==> config.mk <==
export PLATFORM = sky130hd
export DESIGN_NAME = rca_add_sched
export DESIGN_NICKNAME = d
export VERILOG_FILES = /design/src/rtl/rca_add_sched_pkg.sv /design/src/rtl/rca_word.sv /design/src/rtl/rca_add_sched.sv
export SDC_FILE = /design/constraint.sdc
export NUM_CORES = 1
export LEC_CHECK = 0
export BUFFER_PORTS_ARGS = -buffer_cell sky130_fd_sc_hd__buf_2
export CAP_MARGIN = 30
export CORE_MARGIN = 2
export CORE_UTILIZATION = 47
export DETAILED_ROUTE_END_ITERATION = 16
export PLACE_DENSITY = 0.92
export SYNTH_ARGS = -nofsm -noshare
export SYNTH_HDL_FRONTEND = slang
export SYNTH_HIERARCHICAL = 1
export SYNTH_SLANG_ARGS = --single-unit
==> constraint.sdc <==
create_clock -name clk -period 9 [get_ports clk]
set_input_delay 2.25 -clock clk [delete_from_list [all_inputs] [get_ports clk]]
set_output_delay 2.25 -clock clk [all_outputs]
set_load 0.005 [all_outputs]
==> src/rtl/rca_add_sched_pkg.sv <==
// rtl/rca_add_sched_pkg.sv - shared types and default sizes for the shared-adder scheduler
// Contents: controller state enum, default NREQ/W/WORDS, derived OPW and ID width.
package rca_add_sched_pkg;

  localparam int NREQ_DEF  = 4;
  localparam int W_DEF     = 16;
  localparam int WORDS_DEF = 2;
  localparam int OPW_DEF   = W_DEF * WORDS_DEF;
  localparam int IDW_DEF   = (NREQ_DEF > 1) ? $clog2(NREQ_DEF) : 1;

  typedef enum logic [1:0] {
    IDLE = 2'd0,
    ADD  = 2'd1,
    DONE = 2'd2
  } state_e;

endpackage

==> src/rtl/rca_word.sv <==
// rtl/rca_word.sv - combinational W-bit ripple-carry adder word slice
// Ports: a_i, b_i (W) operands; cin_i carry in; sum_o (W) sum; cout_o carry out of MSB.
module rca_word #(
  parameter int W = 16
) (
  input  logic [W-1:0] a_i,
  input  logic [W-1:0] b_i,
  input  logic         cin_i,
  output logic [W-1:0] sum_o,
  output logic         cout_o
);

  logic [W:0] c;

  always_comb begin
    c     = '0;
    sum_o = '0;
    c[0]  = cin_i;
    for (int i = 0; i < W; i++) begin
      sum_o[i] = a_i[i] ^ b_i[i] ^ c[i];
      c[i+1]   = (a_i[i] & b_i[i]) | (c[i] & (a_i[i] ^ b_i[i]));
    end
    cout_o = c[W];
  end

endmodule

==> src/rtl/rca_add_sched.sv <==
// rtl/rca_add_sched.sv - round-robin scheduler sharing one W-bit adder among NREQ requesters
// Ports: clk, rst (async, active high); req_valid/req_ready (NREQ) request handshake;
//        req_a/req_b (NREQ*OPW) packed operands; req_cin (NREQ) carry-ins;
//        resp_valid/resp_ready response handshake; resp_id, resp_sum, resp_cout result;
//        busy high whenever an operation is in flight.
module rca_add_sched
  import rca_add_sched_pkg::*;
#(
  parameter int NREQ  = NREQ_DEF,
  parameter int W     = W_DEF,
  parameter int WORDS = WORDS_DEF,
  localparam int OPW  = W * WORDS,
  localparam int IDW  = (NREQ > 1) ? $clog2(NREQ) : 1
) (
  input  logic                clk,
  input  logic                rst,
  input  logic [NREQ-1:0]     req_valid,
  output logic [NREQ-1:0]     req_ready,
  input  logic [NREQ*OPW-1:0] req_a,
  input  logic [NREQ*OPW-1:0] req_b,
  input  logic [NREQ-1:0]     req_cin,
  output logic                resp_valid,
  input  logic                resp_ready,
  output logic [IDW-1:0]      resp_id,
  output logic [OPW-1:0]      resp_sum,
  output logic                resp_cout,
  output logic                busy
);

  localparam int WIW = (WORDS > 1) ? $clog2(WORDS) : 1;
  localparam logic [WIW-1:0] LAST_WORD = WIW'(WORDS - 1);
  localparam logic [OPW-1:0] WORD_MASK = OPW'({W{1'b1}});

  state_e           state_q, state_d;
  logic [IDW-1:0]   rr_q, rr_d;
  logic [IDW-1:0]   grant_q, grant_d;
  logic [WIW-1:0]   word_idx_q, word_idx_d;
  logic             carry_q, carry_d;
  logic [OPW-1:0]   a_q, a_d;
  logic [OPW-1:0]   b_q, b_d;
  logic [OPW-1:0]   sum_q, sum_d;
  logic [NREQ-1:0]  ready_raw;
  logic [IDW-1:0]   pick;
  logic [W-1:0]     add_a, add_b, add_sum;
  logic             add_cout;

  // First pending requester at or above ptr, wrapping. Scanning downward
  // lets the lowest offset from ptr win the final assignment.
  function automatic logic [IDW-1:0] rr_pick(input logic [NREQ-1:0] v,
                                             input logic [IDW-1:0]  ptr);
    logic [IDW-1:0] g;
    logic [IDW-1:0] idx;
    g = ptr;
    for (int k = NREQ - 1; k >= 0; k--) begin
      idx = IDW'((int'(ptr) + k) % NREQ);
      if (v[idx]) g = idx;
    end
    return g;
  endfunction

  assign pick  = rr_pick(req_valid, rr_q);
  assign add_a = W'(a_q >> (int'(word_idx_q) * W));
  assign add_b = W'(b_q >> (int'(word_idx_q) * W));

  rca_word #(.W(W)) u_add (
    .a_i    (add_a),
    .b_i    (add_b),
    .cin_i  (carry_q),
    .sum_o  (add_sum),
    .cout_o (add_cout)
  );

  always_comb begin
    state_d    = state_q;
    rr_d       = rr_q;
    grant_d    = grant_q;
    word_idx_d = word_idx_q;
    carry_d    = carry_q;
    a_d        = a_q;
    b_d        = b_q;
    sum_d      = sum_q;
    ready_raw  = '0;
    case (state_q)
      IDLE: begin
        if (|req_valid) begin
          ready_raw[pick] = 1'b1;
          a_d        = OPW'(req_a >> (int'(pick) * OPW));
          b_d        = OPW'(req_b >> (int'(pick) * OPW));
          carry_d    = req_cin[pick];
          grant_d    = pick;
          word_idx_d = '0;
          state_d    = ADD;
        end
      end
      ADD: begin
        // Overwrite only the current word of the sum register.
        sum_d = (sum_q & ~(WORD_MASK << (int'(word_idx_q) * W)))
              | (OPW'(add_sum) << (int'(word_idx_q) * W));
        carry_d    = add_cout;
        word_idx_d = word_idx_q + 1'b1;
        if (word_idx_q == LAST_WORD) state_d = DONE;
      end
      DONE: begin
        if (resp_ready) begin
          state_d = IDLE;
          rr_d    = IDW'((int'(grant_q) + 1) % NREQ);
        end
      end
      default: state_d = IDLE;
    endcase
  end

  always_ff @(posedge clk or posedge rst) begin
    if (rst) begin
      state_q    <= IDLE;
      rr_q       <= '0;
      grant_q    <= '0;
      word_idx_q <= '0;
      carry_q    <= 1'b0;
      a_q        <= '0;
      b_q        <= '0;
      sum_q      <= '0;
    end else begin
      state_q    <= state_d;
      rr_q       <= rr_d;
      grant_q    <= grant_d;
      word_idx_q <= word_idx_d;
      carry_q    <= carry_d;
      a_q        <= a_d;
      b_q        <= b_d;
      sum_q      <= sum_d;
    end
  end

  // The grant is combinational from IDLE, so hold it low while reset is applied.
  assign req_ready  = ready_raw & {NREQ{~rst}};
  assign resp_valid = (state_q == DONE);
  assign resp_id    = grant_q;
  assign resp_sum   = sum_q;
  assign resp_cout  = carry_q;
  assign busy       = (state_q != IDLE);

endmodule

## Word-level counts from Yosys, hierarchy flattened

Index checks and enable logic that the tools add are counted.

- Memory bits (writable): 0
- Flip-flop bits (word level): 104
- Latch bits: 0
- Output and inout port bits: 41
- Memories: 0
- Input bits: 267
- ROM bits: 0

- Magnitude comparators: 6
- Multipliers: 0
- Shifts and indexed selects: 6
- Add/subtract/negate cells: 5
- Equal/unequal tests: 5
- Muxes and demuxes: 26
- Bitwise logic cells: 85
- Div/mod/pow operators: 0
- Reductions and logical operators: 9

Operators with widths:

| cell | count |
|---|---|
| >> shifter 128 x 7 -> 32 bit | 2 |
| >> shifter 32 x 5 -> 16 bit | 2 |
| AND 1 bit | 32 |
| AND 32 bit | 1 |
| inverter 32 bit | 1 |
| bitwise OR 32 bit | 1 |
| left shift 16 x 5 -> 32 bit | 1 |
| left shift 16 x 5 -> 32 bit (first input constant) | 1 |
| XOR 1 bit | 32 |
| bitwise OR 1 bit | 16 |
| < comparator 2 x 3 -> 1 bit (second input constant) | 5 |
| two-way mux 2 bit | 7 |
| binary-select mux 1 bit (select 2 bit) | 5 |
| two-way mux 1 bit | 8 |
| two-way mux 4 bit | 2 |
| one-hot mux 2 bit (3 select lines) | 1 |
| AND reduction 2 bit | 3 |
| adder 2 x 1 -> 2 bit (second input constant) | 2 |
| adder 2 bit (second input constant) | 2 |
| AND 4 bit | 1 |
| inequality test 2 bit (second input constant) | 2 |
| one-hot mux 1 bit (2 select lines) | 2 |
| nonzero test 2 bit | 2 |
| OR reduction 4 bit | 1 |
| other kinds (10) | 10 |

## Logic depth before layout (Yosys ltp)

Gate-level depths: netlist of run 1.

- Depth in word-level cells: 35
- Depth in mapped cells: 26
- Mapped depth without buffers: 24

## Modules after synthesis

Netlist of run 1, hierarchy kept.

Modules (own cells, without submodules):

| module | area an instance (um^2) | times used | sequential area each (um^2) | cells an instance |
|---|---|---|---|---|
| rca_add_sched | 6068.3 | 1 | 2602.5 | 527 |
| rca_word | 357.8 | 1 | 0.0 | 26 |

## Least setup slack after synthesis of run 1

No wires, ideal clock.

- Kind: register to register
- Start: register word_idx_q
- End: register with a tool-made name
- Path slack: 1376 ps
- Library setup time: 65 ps
- Data required time: 8935 ps
- Stages on the path, launching flop included: 25
- Arrival: 7559 ps
- Period minus slack after synthesis: 7624 ps
- Cells stage by stage: dfrtp_1 -> clkbuf_1 -> clkbuf_1 -> mux2_2 -> fa_1 -> inv_1 -> fa_1 -> inv_1 -> fa_1 -> fa_1 -> fa_1 -> fa_1 -> fa_1 -> fa_1 -> fa_1 -> fa_1 -> fa_1 -> fa_1 -> fa_1 -> fa_1 -> fa_1 -> inv_1 -> fa_1 -> inv_1 -> mux2_2

RTL lines:

| element | RTL line | text |
|---|---|---|
| start, declared | rca_add_sched.sv:37 | `logic [WIW-1:0] word_idx_q, word_idx_d;` |
| start signal, assigned | rca_add_sched.sv:127 | `word_idx_q <= word_idx_d;` |

==> impl_metrics.py, run 1 <==
metrics = {
    "detailed_routing": {
        "vias": 5531,
        "antenna_left": 0,
        "dr.pass1.iters": 4,
        "drc": 0,
        "drt-initial-drc-count": 387,
        "post_drt_wl_per_cell_um": 19.11,
        "wirelength_um": 19480,
        "vias_per_cell": 5.428,
    },
    "worst_setup_path": {
        "reg2reg_slack_ns": 1.24,
        "crit_start": "word_idx_q",
        "crit_arrival_ns": 8.05,
        "reg2reg_depth": 22,
        "path_max_fanout": 16,
        "cp.required_ns": 9.29,
        "path_class": "flop to flop",
        "critical_path.startpoint_type": "flop",
        "crit_path_end_kind": "flop",
        "r2r_start": "word_idx_q",
    },
    "sta": {
        "fin_hold_ws_ns": 0.4921,
        "fmax_mhz": 128.8,
        "fin_skew_ns": 0.01576,
        "tns_ns": 0,
        "setup_viol": 0,
        "slew_headroom": 0.4181,
        "grt_setup_unrepaired": "false",
        "period_minus_slack_ns": 7.763,
        "final-hold-violation-count": 0,
        "post-route-period-util": 0.8626,
        "max_slew.worst_pin.slew_ns": 0.8729,
        "finalMaxSlewViolations": 0,
    },
    "global_route": {
        "use_met2": 0.4688,
        "antenna_found_initial": 1,
        "grt_pass1_vias": 5588,
        "top_usage_layer": "met2",
        "grt_usage": 0.2670,
        "grt_overflow_total": 0,
        "grt_max_degree": 80,
        "grt_use_met1": 0.3467,
        "grt_pass1_wl_um": 29590,
        "use_met3": 0.04981,
    },
    "clock_network": {
        "cts_tree": "done",
        "clk_latency_ns": 0.35,
        "numCtsBuffers": 9,
        "cts_max_path_buffers": 2,
        "cts.sinks": 104,
        "post-cts-setup-buffers": 0,
        "clk_pin_slew_ns": 0.08,
        "cts_hold_buffers": 0,
        "cts-root-buf": "clkbuf_16",
        "h-tree-depth": 3,
        "ctsResizeCount": 0,
    },
    "place": {
        "placed_cell_area_mm2": 0.007954,
        "port-buffer-count": 307,
        "gp_congestion": 0.8637,
        "dp_hpwl_um": 15460,
    },
    "die": {
        "chipWidth_um": 120.9,
        "rows": 42,
        "fp.dieH_um": 120.9,
        "die-area_mm2": 0.01462,
        "core_area_mm2": 0.01330,
        "start_util": 0.4833,
        "io_pins": 308,
    },
    "power_and_ir_drop": {
        "p_comb_frac": 0.578,
        "peakVddDrop_mv": 0.1675,
        "seqPwrFrac": 0.293,
        "pwr-share-clk": 0.129,
        "swShare": 0.4207,
        "p_int_uw": 1725,
        "p_total_uw": 2978,
        "powerDensity_mw_per_mm2": 360.0,
        "p_leak_uw": 0.004148,
        "p_switching_uw": 1253,
    },
    "yosys": {
        "synth_warnings": 6,
        "synth_cell_types": 38,
        "synth_cells": 553,
        "syn_avg_cell_area_um2": 11.62,
        "synthesis.area_mm2": 0.006426,
        "ys_seq_elements": 104,
        "syn_nets": 836,
        "synth-seq-area-share": 0.4050,
    },
    "worst_hold_path": {
        "hold_path.class": "flop to flop",
        "min_path_cells": 2,
    },
    "layout": {
        "post-route-util": 0.6222,
        "mostFrequentLayoutCells": "buf_2 (307), mux2i_1 (128), dfrtp_1 (104), nand2_1 (75)",
        "stdcell_area_mm2": 0.008273,
        "drive_gt1_frac": 0.4786,
        "fin_nets": 1120,
        "syn_to_final_growth_pct": 28.74,
        "final_common_cell": "buf_2",
    },
    "job": {
        "cap_violations": 0,
    },
    "outcome": {
        "status": "complete, no violations",
    },
}
==> critical path, stage by stage (launching register included) <==
cell,delay (ns)
dfrtp_1,0.73
mux2_2,0.42
fa_1,0.41
inv_1,0.07
fa_1,0.15
inv_1,0.05
fa_1,0.37
fa_1,0.40
fa_1,0.40
fa_1,0.39
fa_1,0.40
fa_1,0.42
fa_1,0.41
fa_1,0.42
fa_1,0.41
fa_1,0.41
fa_1,0.40
fa_1,0.40
fa_1,0.36
inv_1,0.07
fa_1,0.40
inv_1,0.07
mux2_2,0.14
==> metrics by stage <==
stage	instances	worst slack (ns)
CTS	1017	1.306
detailed placement	1001	1.355
global placement	1001	1.492
finish	1019	1.237
floorplan	553	1.376
global route	1019	0.9901
==> worst min path at each step <==
stage                 start       to  slack [ns]
floorplan           a_q[16]  a_q[16]        0.45
global placement    b_q[27]  b_q[27]        0.47
detailed placement  a_q[27]  a_q[27]        0.48
CTS                  a_q[3]   a_q[3]        0.50
global route        a_q[12]  a_q[12]        0.51
finish              a_q[12]  a_q[12]        0.49
==> synth_stat cells (all sizes together) <==
master | number | share of area
mux2i | 128 | 0.20
dfrtp | 104 | 0.40
nand2 | 77 | 0.045
mux2 | 64 | 0.11
o221ai | 64 | 0.087
clkbuf | 22 | 0.015
buf | 21 | 0.032
fa | 16 | 0.050
inv | 13 | 0.0076
nand2b | 6 | 0.0058
o21ai | 5 | 0.0039
nor2 | 3 | 0.0018
nor4 | 3 | 0.0029
or2 | 3 | 0.0029
a21oi | 2 | 0.0016
and4 | 2 | 0.0027
nor2b | 2 | 0.0019
o211ai | 2 | 0.0023
o21bai | 2 | 0.0023
a211oi | 1 | 0.0012
a21boi | 1 | 0.0012
a21o | 1 | 0.0012
a2bb2oi | 1 | 0.0023
and3 | 1 | 0.00097
nand3 | 1 | 0.00078
nor3 | 1 | 0.00078
nor3b | 1 | 0.0019
o2111a | 1 | 0.0018
o21a | 1 | 0.0012
o31a | 1 | 0.0014
o32ai | 1 | 0.0014
or3 | 1 | 0.00097
xnor2 | 1 | 0.0014
==> area by class of cell <==
cell class | instances | area [µm²]
Tap cell | 176 | 220.2
Multi-Input combinational cell | 393 | 3483
Clock inverter | 7 | 71.32
Clock buffer | 9 | 225.2
Sequential cell | 104 | 2603
Fill cell | 1085 | 5022
Inverter | 13 | 51.30
Timing Repair Buffer | 316 | 1617
Antenna cell | 1 | 2.502
==> power groups by stage <==
| stage | registers [µW] | clock network, µW | logic, µW |
|---|---|---|---|
| after global routing | 902 | 414 | 1890 |
| after detailed placement | 880 | 0 | 1710 |
| after global placement | 871 | 0 | 1660 |
| after floorplan | 823 | 0 | 1210 |
| final | 874 | 385 | 1720 |
| after CTS | 873 | 390 | 1730 |
==> kinds of logic after synthesis <==
kind of cell | synth area share
xor gates and xnor gates | 0.001363
DFF | 0.4050
muxes | 0.3115
AOI/OAI and AO/OA | 0.1088
adders and majority gates | 0.04984
and+or+nand+nor | 0.06893
buffers and inverters | 0.05452
==> per-layer routing <==
layer / share of wire / up-vias
met5: 0 / -
met4: 0.011 / 0
met1: 0.40 / 2660
met2: 0.52 / 227
met3: 0.068 / 10
li1: - / 2634
Note: power is estimated with default switching activity, not from simulation.
==> inputs of run 2 (changes only) <==
--- a/config.mk
+++ b/config.mk
@@ -10,7 +10,7 @@
 export CORE_MARGIN = 2
 export CORE_UTILIZATION = 47
 export DETAILED_ROUTE_END_ITERATION = 16
-export PLACE_DENSITY = 0.92
+export PLACE_DENSITY = 0.91
 export SYNTH_ARGS = -nofsm -noshare
 export SYNTH_HDL_FRONTEND = slang
 export SYNTH_HIERARCHICAL = 1
==> run 2 against run 1 <==
  * Clock skew is 0.0038 ns lower
  * Non-clock buffer count rose by 1
  * Sequential share of layout area fell by 0.12 points
  * Register-to-register slack improved by 0.10 ns
  * Worst setup slack better by 0.10 ns
  * Maximum frequency grew 1.3%
  * Die area unchanged
  * Critical path type unchanged
==> impl_metrics.py, run 2 (synthesis results as in run 1) <==
metrics = {
    "power_and_ir_drop": {
        "p_leak_uw": 0.004170,
        "peakVddDrop_mv": 0.1561,
        "powerDensity_mw_per_mm2": 357.6,
    },
    "sta": {
        "grt_setup_unrepaired": "false",
        "finalMaxSlewViolations": 0,
        "setup_viol": 0,
        "slew_headroom": 0.4010,
        "period_minus_slack_ns": 7.662,
        "max_slew.worst_pin.slew_ns": 0.8984,
        "tns_ns": 0,
        "post-route-period-util": 0.8513,
        "final-hold-violation-count": 0,
        "fin_skew_ns": 0.01195,
        "fmax_mhz": 130.5,
    },
    "layout": {
        "antenna_cells": 0,
        "syn_to_final_growth_pct": 29.30,
        "final_common_cell": "buf_2",
        "fin_nets": 1121,
        "nFillCells": 1106,
        "stdcell_area_mm2": 0.008309,
        "drive_gt1_frac": 0.4804,
        "mostFrequentLayoutCells": "buf_2 (307), mux2i_1 (128), dfrtp_1 (103), nand2_1 (75)",
    },
    "clock_network": {
        "ctsResizeCount": 0,
        "cts_hold_buffers": 0,
        "cts_tree": "done",
        "numCtsBuffers": 9,
        "cts_max_path_buffers": 2,
        "clk_latency_ns": 0.35,
        "clk_pin_slew_ns": 0.08,
        "cts-root-buf": "clkbuf_16",
        "cts.sinks": 104,
        "h-tree-depth": 3,
        "post-cts-setup-buffers": 0,
    },
    "detailed_routing": {
        "dr.pass1.iters": 4,
        "post_drt_wl_per_cell_um": 18.81,
        "vias_per_cell": 5.464,
        "wirelength_um": 19170,
        "drc": 0,
        "drt-initial-drc-count": 295,
        "antenna_left": 0,
        "vias": 5568,
    },
    "die": {
        "chipWidth_um": 120.9,
        "fp.dieH_um": 120.9,
        "core_area_mm2": 0.01330,
        "io_pins": 308,
        "die-area_mm2": 0.01462,
        "start_util": 0.4833,
        "rows": 42,
    },
    "worst_hold_path": {
        "hold_path.class": "flop to flop",
        "min_path_cells": 2,
        "hold_end": "a_q[28]",
        "hp-start": "a_q[28]",
    },
    "worst_setup_path": {
        "critical_path.startpoint_type": "flop",
        "cp.required_ns": 9.28,
        "path_max_fanout": 19,
        "path_class": "flop to flop",
        "crit_path_end_kind": "flop",
        "reg2reg_slack_ns": 1.34,
        "reg2reg_depth": 22,
        "crit_arrival_ns": 7.94,
        "r2r_start": "word_idx_q",
    },
    "global_route": {
        "grt_overflow_total": 0,
        "grt_max_degree": 73,
        "grt_usage": 0.2594,
        "grt_pass1_vias": 5558,
        "grt_pass1_wl_um": 28930,
        "antenna_found_initial": 0,
    },
    "place": {
        "dp_hpwl_um": 15030,
        "placed_cell_area_mm2": 0.007955,
        "gp_congestion": 0.8269,
        "port-buffer-count": 307,
    },
    "job": {
        "cap_violations": 0,
    },
    "outcome": {
        "status": "complete, no violations",
    },
}
-- run 2: cell types whose count changed in the layout (fill, tap and decap cells not counted) --
cell        before  now
buf_12           1    0
clkinv_4         1    3
diode_2          1    0
dfrtp_1        104  103
clkinvlp_4       2    0
dfrtp_2          0    1
buf_16           0    2
-- run 2: worst max-delay path by stage --
stage	slack (ns)	end	depth (start not counted)	start
after detailed placement	1.44	flop	22	word_idx_q
after global placement	1.53	flop	22	word_idx_q
final	1.34	flop	22	word_idx_q
after floorplan	1.38	flop	24	word_idx_q
after global routing	1.10	flop	22	word_idx_q
after CTS	1.41	flop	22	word_idx_q
-- run 2: per-stage QoR --
step / total power [µW] / instances / hold WS (ns) / util / setup WS [ns]
after floorplan: 2038 / 553 / 0.4503 / - / 1.376
after global placement: 2522 / 1001 / 0.4683 / 0.5983 / 1.533
after detailed placement: 2577 / 1001 / 0.4708 / 0.5983 / 1.439
after CTS: 2966 / 1017 / 0.4981 / 0.6208 / 1.415
after global routing: 3193 / 1019 / 0.5196 / 0.6250 / 1.097
final: 2971 / 1019 / 0.4912 / 0.6250 / 1.338
-- run 2: worst max-delay path, cell delays in order (launching register included) --
cell and delay [ns]:
dfrtp_2 0.65, mux2_2 0.41, fa_1 0.41, inv_1 0.07
fa_1 0.15, inv_1 0.05, fa_1 0.39, fa_1 0.40
fa_1 0.39, fa_1 0.39, fa_1 0.39, fa_1 0.42
fa_1 0.40, fa_1 0.42, fa_1 0.40, fa_1 0.41
fa_1 0.40, fa_1 0.40, fa_1 0.36, inv_1 0.08
fa_1 0.40, inv_1 0.07, mux2_2 0.14
-- run 2: area by class of cell --
| type | count | area (µm²) | share of cell area |
|---|---|---|---|
| timing repair buffer | 317 | 1652 | 0.1988 |
| multi-input combinational | 393 | 3483 | 0.4192 |
| tap | 176 | 220.2 | 0.02650 |
| sequential | 104 | 2604 | 0.3134 |
| clock inverter | 7 | 73.82 | 0.008884 |
| clock buffer | 9 | 225.2 | 0.02710 |
| inverter | 13 | 51.30 | 0.006174 |
-- run 2: where the power goes --
part	switching, µW	internal [µW]	leakage, µW
combinational	891	819	0.00276
clock	189	197	0.000147
sequential	158	717	0.00126
-- run 2: per-layer routing --
metal / routed length (µm) / GRT usage / vias to the layer above
li1: - / - / 2632
met1: 8092 / 0.3359 / 2715
met2: 9864 / 0.4568 / 203
met3: 942 / 0.04323 / 18
met4: 265 / 0.05523 / 0
met5: 0 / 0 / -
